--- config.mk ---
export PLATFORM = sky130hd
export DESIGN_NAME = mult_share_ctrl
export DESIGN_NICKNAME = d
export VERILOG_FILES = /design/src/rtl/mult_share_pkg.sv /design/src/rtl/if_multiplier.sv /design/src/rtl/dadda_16.sv /design/src/rtl/rr_arbiter.sv /design/src/rtl/mult_share_ctrl.sv
export SDC_FILE = /design/constraint.sdc
export NUM_CORES = 1
export LEC_CHECK = 0
export BUFFER_PORTS_ARGS = -buffer_cell sky130_fd_sc_hd__buf_2
export CORE_ASPECT_RATIO = 1.5
export CORE_MARGIN = 2
export CORE_UTILIZATION = 60
export DETAILED_ROUTE_END_ITERATION = 6
export PLACE_DENSITY_LB_ADDON = 0.08
export SLEW_MARGIN = 5
export SYNTH_ARGS = -nofsm -noshare
export SYNTH_HDL_FRONTEND = slang
export SYNTH_HIERARCHICAL = 1
export SYNTH_SLANG_ARGS = --single-unit
--- constraint.sdc ---
create_clock -name clk -period 19.3 [get_ports clk]
set_input_delay 3.86 -clock clk [delete_from_list [all_inputs] [get_ports clk]]
set_output_delay 3.86 -clock clk [all_outputs]
set_load 0.05 [all_outputs]
--- src/rtl/mult_share_pkg.sv ---
// Shared types and defaults for the multiplier-sharing controller.
package mult_share_pkg;

    localparam int WIDTH_DEF = 16;
    localparam int NREQ_DEF  = 4;
    // Widest requester id the stage records carry (NREQ up to 8).
    localparam int ID_MAXW   = 3;

    // Issue-stage record: who asked, and the operand pair.
    typedef struct packed {
        logic [ID_MAXW-1:0]   id;
        logic [WIDTH_DEF-1:0] a;
        logic [WIDTH_DEF-1:0] b;
    } mult_req_t;

    // Result-stage record: who asked, the full product and the overflow flag.
    typedef struct packed {
        logic [ID_MAXW-1:0]     id;
        logic [2*WIDTH_DEF-1:0] prod;
        logic                   ovf;
    } mult_rsp_t;

    // True when the product does not fit in WIDTH_DEF bits.
    function automatic logic upper_nonzero(input logic [2*WIDTH_DEF-1:0] p);
        return |p[2*WIDTH_DEF-1:WIDTH_DEF];
    endfunction

endpackage

--- src/rtl/if_multiplier.sv ---
// Operand/product bundle between the controller and the shared multiplier.
interface if_multiplier #(
    parameter int WIDTH = 16
);
    logic [WIDTH-1:0]   a;
    logic [WIDTH-1:0]   b;
    logic [2*WIDTH-1:0] p;

    modport src (output a, output b, input  p);
    modport mul (input  a, input  b, output p);
endinterface

--- src/rtl/dadda_16.sv ---
// 16x16 unsigned combinational multiplier. The partial-product array is
// built explicitly; the column reduction is left to the adder mapping.
module dadda_16 (
    input  logic [15:0] a,
    input  logic [15:0] b,
    output logic [31:0] p
);
    logic [31:0] pp [16];

    // One shifted, gated copy of b per bit of a.
    generate
        for (genvar gi = 0; gi < 16; gi++) begin : g_pp
            assign pp[gi] = {16'b0, b & {16{a[gi]}}} << gi;
        end
    endgenerate

    // Sum all partial products into the full-width product.
    always_comb begin
        p = '0;
        for (int i = 0; i < 16; i++) begin
            p = p + pp[i];
        end
    end

endmodule

--- src/rtl/rr_arbiter.sv ---
// Round-robin arbiter: rr_ptr marks the highest-priority requester and
// moves to one past the winner on every grant.
module rr_arbiter #(
    parameter int NREQ = 4,
    parameter int IDW  = $clog2(NREQ)
) (
    input  logic            clk,
    input  logic            rst,
    input  logic [NREQ-1:0] valid,
    input  logic            en,
    output logic [NREQ-1:0] grant,
    output logic [IDW-1:0]  grant_idx
);
    logic [IDW-1:0] rr_ptr_reg;
    logic [IDW-1:0] rr_ptr_next;
    logic           found;

    // Scan from the pointer, wrapping modulo NREQ, for the first valid request.
    always_comb begin
        int             cand;
        logic [IDW-1:0] cand_idx;
        found     = 1'b0;
        grant_idx = '0;
        cand      = 0;
        cand_idx  = '0;
        for (int k = 0; k < NREQ; k++) begin
            cand = int'(rr_ptr_reg) + k;
            if (cand >= NREQ) begin
                cand = cand - NREQ;
            end
            cand_idx = IDW'(cand);
            if (!found && valid[cand_idx]) begin
                found     = 1'b1;
                grant_idx = cand_idx;
            end
        end
    end

    // One-hot grant, suppressed entirely when not enabled.
    generate
        for (genvar gi = 0; gi < NREQ; gi++) begin : g_grant
            assign grant[gi] = en && found && (grant_idx == IDW'(gi));
        end
    endgenerate

    assign rr_ptr_next = (grant_idx == IDW'(NREQ - 1)) ? '0 : grant_idx + IDW'(1);

    // Advance the pointer past the winner; hold when nothing is granted.
    always_ff @(posedge clk or posedge rst) begin
        if (rst) begin
            rr_ptr_reg <= '0;
        end else if (en && found) begin
            rr_ptr_reg <= rr_ptr_next;
        end
    end

endmodule

--- src/rtl/mult_share_ctrl.sv ---
// Shares one combinational multiplier among NREQ requesters through a
// two-stage pipeline (issue, result) with a tagged, back-pressured response.
module mult_share_ctrl
    import mult_share_pkg::*;
#(
    parameter int WIDTH = WIDTH_DEF,
    parameter int NREQ  = NREQ_DEF,
    parameter int IDW   = $clog2(NREQ)
) (
    input  logic                  clk,
    input  logic                  rst,
    input  logic [NREQ-1:0]       req_valid,
    output logic [NREQ-1:0]       req_ready,
    input  logic [NREQ*WIDTH-1:0] req_a,
    input  logic [NREQ*WIDTH-1:0] req_b,
    output logic                  rsp_valid,
    input  logic                  rsp_ready,
    output logic [IDW-1:0]        rsp_id,
    output logic [2*WIDTH-1:0]    rsp_prod,
    output logic                  rsp_ovf,
    output logic                  busy
);
    logic [WIDTH-1:0] a_arr [NREQ];
    logic [WIDTH-1:0] b_arr [NREQ];

    logic             stall;
    logic             arb_en;
    logic [NREQ-1:0]  grant;
    logic [IDW-1:0]   grant_idx;

    mult_req_t        s1_reg;
    mult_req_t        s1_next;
    logic             s1_valid_reg;
    mult_rsp_t        s2_reg;
    mult_rsp_t        s2_next;
    logic             s2_valid_reg;
    logic             unused_id_bits;

    // Unpack the flattened operand buses per requester.
    generate
        for (genvar gi = 0; gi < NREQ; gi++) begin : g_unpack
            assign a_arr[gi] = req_a[gi*WIDTH +: WIDTH];
            assign b_arr[gi] = req_b[gi*WIDTH +: WIDTH];
        end
    endgenerate

    // A held result freezes the whole pipe; reset also blocks grants so
    // req_ready reads zero while rst is high.
    assign stall  = s2_valid_reg && !rsp_ready;
    assign arb_en = !stall && !rst;

    rr_arbiter #(
        .NREQ (NREQ),
        .IDW  (IDW)
    ) u_arb (
        .clk       (clk),
        .rst       (rst),
        .valid     (req_valid),
        .en        (arb_en),
        .grant     (grant),
        .grant_idx (grant_idx)
    );

    if_multiplier #(.WIDTH(WIDTH)) mul_if ();

    assign mul_if.a = s1_reg.a;
    assign mul_if.b = s1_reg.b;

    dadda_16 u_mul (
        .a (mul_if.a),
        .b (mul_if.b),
        .p (mul_if.p)
    );

    // Build the next issue record from the granted requester and the next
    // result record from the multiplier output.
    always_comb begin
        s1_next.id   = ID_MAXW'(grant_idx);
        s1_next.a    = a_arr[grant_idx];
        s1_next.b    = b_arr[grant_idx];
        s2_next.id   = s1_reg.id;
        s2_next.prod = mul_if.p;
        s2_next.ovf  = upper_nonzero(mul_if.p);
    end

    // Advance both stages together unless the result is being held.
    always_ff @(posedge clk or posedge rst) begin
        if (rst) begin
            s1_valid_reg <= 1'b0;
            s1_reg       <= '0;
            s2_valid_reg <= 1'b0;
            s2_reg       <= '0;
        end else if (!stall) begin
            s2_valid_reg <= s1_valid_reg;
            s2_reg       <= s2_next;
            s1_valid_reg <= |grant;
            if (|grant) begin
                s1_reg <= s1_next;
            end
        end
    end

    assign req_ready      = grant;
    assign rsp_valid      = s2_valid_reg;
    assign rsp_id         = s2_reg.id[IDW-1:0];
    assign rsp_prod       = s2_reg.prod;
    assign rsp_ovf        = s2_reg.ovf;
    assign busy           = s1_valid_reg || s2_valid_reg;
    assign unused_id_bits = ^s2_reg.id;

endmodule

After elaboration in Yosys (flattened, before gate mapping) --
Cells that the tools add are included. Widths: inputs -> output; s select.
Storage, ports and cells: flip-flop bits (word level) 73, input port bits 135, word-level logic and storage cells 110
Cells by class: reduce and logical (&&, ||, !) cells 21, multiplexer cells 27, bitwise operators 18, eq/ne operators 3, magnitude comparators 9, $add $sub $neg 23
Operators by type and width (number):
- $and 16x16->16 | 16
- $bmux 16 s2 | 2
- $mux 16 | 4
- $add 32x18->32 | 1
- $add 32x19->32 | 1
- $add 32x20->32 | 1
- $add 32x21->32 | 1
- $add 32x22->32 | 1
- $add 32x23->32 | 1
- $add 32x24->32 | 1
- $add 32x25->32 | 1
- $add 32x26->32 | 1
- $add 32x27->32 | 1
- $add 32x28->32 | 1
- $add 32x29->32 | 1
- $add 32x30->32 | 1
- $add 32x31->32 | 1
- $add 16x17->18 | 1
- $mux 2 | 9
- $reduce_or 16->1 | 1
- $ge 3x3->1 const B | 4
- $lt 2x3->1 const B | 4
- $logic_and 1x1->1 | 10
- $bmux 1 s2 | 4
- other kinds (15) | 32

Depth between registers and ports, before layout --
word-level depth 18, depth in mapped cells 34, depth with buffers taken out 32

By module --
The synthesis kept the hierarchy.
By module, submodules not included:
- dadda_16 | sequential area each 0.0 um^2, area each 8359.3 um^2, instances 1, cells an instance 981
- mult_share_ctrl | sequential area each 1776.7 um^2, area each 3609.7 um^2, instances 1, cells an instance 200
- rr_arbiter | sequential area each 50.0 um^2, area each 262.8 um^2, instances 1, cells an instance 29

Worst setup path before layout --
No wires, ideal clock.
kind input port to output port, from input port rsp_ready, to output port req_ready[3], data required time 15.440 ns, slack 10.354 ns, data arrival time 5.086 ns, buffers on the path 2, cell stages on the path 6, cells stage by stage nor2b_1 -> buf_2 -> buf_2 -> nor2_1 -> o41a_1 -> and2_1
On the way: word-level cells in the longest chain between the ends 6
Ends and longest elaborated chain:
- start: declaration | line mult_share_ctrl.sv:17 | input logic rsp_ready,
- $logic_not 1->1 | line mult_share_ctrl.sv:49 | assign stall = s2_valid_reg && !rsp_ready;
- $logic_and 1x1->1 | line mult_share_ctrl.sv:49
- $logic_not 1->1
- $logic_and 1x1->1 | line mult_share_ctrl.sv:50 | assign arb_en = !stall && !rst;
- via arb_en | line mult_share_ctrl.sv:27 | logic arb_en;
- $logic_and 1x1->1 (2 in a row) | line rr_arbiter.sv:42 | assign grant[gi] = en && found && (grant_idx == IDW'(gi));
- end: declaration | line mult_share_ctrl.sv:13 | output logic [NREQ-1:0] req_ready,
The timed path passes the listed nets, and every way through them passes these cells.

Worst setup path in the final report --
from input port req_valid[2], to output port req_ready[1]
On the way: word-level cells in the longest chain between the ends 14, elaborated cells on any way between the ends 25, those cells by class eq/ne: 1; mux: 16; reduce/logical: 8
Ends and longest elaborated chain:
- start: declaration | line mult_share_ctrl.sv:12 | input logic [NREQ-1:0] req_valid,
- $bmux 1 s2 | line rr_arbiter.sv:32 | if (!found && valid[cand_idx]) begin
- $mux 1 (implied by the code) | line rr_arbiter.sv:32
- $mux 1 | line rr_arbiter.sv:32
- $logic_not 1->1 | line rr_arbiter.sv:32
- $logic_and 1x1->1 | line rr_arbiter.sv:32
- $mux 1 | line rr_arbiter.sv:32
- $logic_not 1->1 | line rr_arbiter.sv:32
- $logic_and 1x1->1 | line rr_arbiter.sv:32
- $mux 1 | line rr_arbiter.sv:32
- $logic_not 1->1 | line rr_arbiter.sv:32
- $logic_and 1x1->1 | line rr_arbiter.sv:32
- $mux 2 (*) | line rr_arbiter.sv:32
- via grant_idx[0] | line mult_share_ctrl.sv:29 | logic [IDW-1:0] grant_idx;
- $eq 2x1->1 (*) | line rr_arbiter.sv:42
- $logic_and 1x1->1 (*) | line rr_arbiter.sv:42
Mark *: on every way through the listed nets, which the timed path passes. The rest lies on a longest branch. The select of a mux whose other input is x is not followed.

==> flow_summary_export.csv <==
group,metric,value,unit
worst_setup_path,reg2regPathDepth,32,
grt,use_met1,0.330,
cts,clk_pin_slew,0.06,ns
logic_synthesis,syn_inst,1210,
status,status,"finished, final reports clean",
worst_setup_path,cp-end-kind,"output port",
floorplan,pin_count,176,
grt,grt_busiest_layer,"met2",
logic_synthesis,ys.warnings.count,6,
cts,ctsHtreeMaxLevel,3,
logic_synthesis,async_flop_share,1.00,
logic_synthesis,synth_area_per_cell,10.1,um2
worst_setup_path,cp-start-kind,"primary input",
sta,tightest_slew,1.19,ns
min_path,hold_class,"flip-flop to flip-flop",
sta,setup-tns-final,0,ns
sta,rsz0062_at_grt,"false",
logic_synthesis,synth-edff-count,0,
grt,grt_antenna_before_repair,1,
grt,grt_pass1_vias,10000,
routing,dr.pass1.iters,5,
cells_and_area,final_cell_mix,"215 x inv_1, 186 x fa_1, 175 x buf_2, 148 x nand2_1, 130 x and2_1",
cts,cts_buffers,9,
floorplan,die_w,121,um
routing,drc,0,
floorplan,dieArea,21600,um2
logic_synthesis,synth-seq-cells,73,
worst_setup_path,worst-path-max-fanout,35,
routing,antenna_left,0,
routing,vias_per_cell,5.64,
sta,slew_violations,0,
cells_and_area,drive_above_1_share,0.235,
cells_and_area,antenna_cells,0,
cts,cts_resized,0,
worst_setup_path,cp.required,15.44,ns
min_path,min_path_cells,1,
routing,wl_per_cell,18.6,um
grt,grt_max_degree,72,
logic_synthesis,synth.net_count,1623,
placed_design,portBuffers,175,
cts,clk_latency,0.37,ns
flow_run,drv_cap,0,
floorplan,initial_core_util,0.606,
grt,grt_usage,0.298,
worst_setup_path,r2r_setup_slack,10.54,ns
sta,setup_viol,0,
cells_and_area,layout_commonest_cell,"inv_1",
worst_setup_path,arrival,5.86,ns
sta,fin_crit_sh,0.504,
cts,cts-root-buf,"clkbuf_16",
grt,use_met3,0.0439,
worst_setup_path,r2r_start,"mul_if.b[3]",
min_path,hold_end,"s1_valid_reg",
logic_synthesis,synth_seq_area_share,0.149,
sta,hold_viol,0,
grt,grt_overflow,0,
cts,cts_tree,"done",
cells_and_area,largest_register_ffs,32,
sta,max_freq,103,MHz
placed_design,dp_hpwl,23800,um
cts,clock_sinks,73,
routing,drtIter0Drc,415,
logic_synthesis,ys_types,61,
cells_and_area,finalNetCount,1766,
routing,wirelength,30200,um
logic_synthesis,yosys_most_used_dff,"dfrtp_1",
cts,cts-hold-fix-buffers,0,
floorplan,die_y,179,um
cells_and_area,synthToLayoutAreaGrowth,10.5,%
worst_setup_path,path_class,"primary input to output port",
placed_design,gp_congestion,0.886,
routing,num_vias,9142,
floorplan,num_rows,64,
sta,min_period,9.72,ns
sta,slew_headroom,0.205,
worst_setup_path,rr_endpoint,"rsp_ovf",
logic_synthesis,syn-cell-area,12200,um2
cts,cts_setup_buffers,0,
min_path,holdCritStartpoint,"s1_valid_reg",
floorplan,core,20200,um2
grt,grt.met2_usage,0.547,
grt,grt_pass1_wl,49100,um
cells_and_area,filler_cell_count,1719,
cts,cts_buffer_depth,2,
sta,fin_skew,0.0147,ns
[how the worst max path moves through the flow]
stage	to	from	slack (ns)	depth (start not counted)
final	req_ready[1]	req_valid[2]	9.58	8
after global routing	req_ready[1]	req_valid[2]	9.38	8
after CTS	req_ready[1]	req_valid[2]	9.57	8
after detailed placement	req_ready[1]	req_valid[2]	9.57	8
after global placement	req_ready[3]	req_valid[2]	9.64	8
after floorplan	req_ready[3]	rsp_ready	10.35	6
[per-stage QoR]
stage / hold WS [ns] / cells / utilization / instance area (um2) / worst slack (ns)
5_1_grt: 0.516 / 1622 / 0.670 / 13500 / 9.38
4_1_cts: 0.498 / 1622 / 0.670 / 13500 / 9.57
2_1_floorplan: 0.455 / 1210 / - / 12200 / 10.35
6_report: 0.497 / 1622 / 0.670 / 13500 / 9.58
3_3_place_gp: 0.481 / 1606 / 0.655 / 13200 / 9.64
3_5_place_dp: 0.487 / 1606 / 0.655 / 13200 / 9.57
[critical path: stages]
cell,delay [ns]
buf_2,0.12
nor2b_1,0.12
o21ai_0,0.31
o211a_2,0.24
buf_4,0.54
ha_1,0.25
and2_1,0.14
buf_2,0.27
[layer usage]
metal | part of all wire | routed length [um]
met5 | 0 | 0
met2 | 0.55 | 16500
met1 | 0.37 | 11200
met3 | 0.036 | 1100
met4 | 0.044 | 1320
[kinds of logic after synthesis]
group	synth area share
simple gates	0.144
compound gates	0.0627
buf+inv	0.0886
xor+xnor	0.0229
mux	0.134
fa+ha+maj	0.399
flops	0.149
[synth_stat cells (4+ instances only)]
| cell type | count | area [um2] |
|---|---|---|
| a21o_1 | 13 | 97.6 |
| clkbuf_1 | 34 | 128 |
| nand4_1 | 6 | 37.5 |
| o21a_1 | 7 | 52.6 |
| o21ai_0 | 16 | 80.1 |
| fa_1 | 186 | 3720 |
| xor2_1 | 8 | 70.1 |
| nor2b_1 | 10 | 62.6 |
| o21ai_1 | 4 | 20.0 |
| buf_2 | 5 | 25.0 |
| a21oi_1 | 23 | 115 |
| nand3_1 | 4 | 20.0 |
| nand2_1 | 148 | 556 |
| a31oi_1 | 7 | 43.8 |
| mux2_4 | 30 | 450 |
| dfrtp_1 | 73 | 1830 |
| nor2_1 | 22 | 82.6 |
| nor4_1 | 7 | 43.8 |
| mux4_2 | 29 | 653 |
| o21bai_1 | 6 | 45.0 |
| and2_1 | 130 | 813 |
| inv_1 | 216 | 811 |
| ha_1 | 92 | 1150 |
| xnor2_1 | 24 | 210 |
| mux2_2 | 40 | 450 |
| nor3_1 | 8 | 40.0 |
| a21oi_2 | 6 | 52.6 |
[layout make-up]
type / instances / area (um2) / area share
Tap cell: 264 / 330 / 0.0244
Clock buffer: 10 / 229 / 0.0169
Timing Repair Buffer: 181 / 921 / 0.0681
Sequential cell: 73 / 1830 / 0.135
Multi-Input combinational cell: 872 / 9330 / 0.691
Inverter: 216 / 811 / 0.0600
Clock inverter: 6 / 65.1 / 0.00481
Power is left out: the tool's default activity adds up to more than one toggle a clock period on the data nets, which glitch-free logic cannot reach.
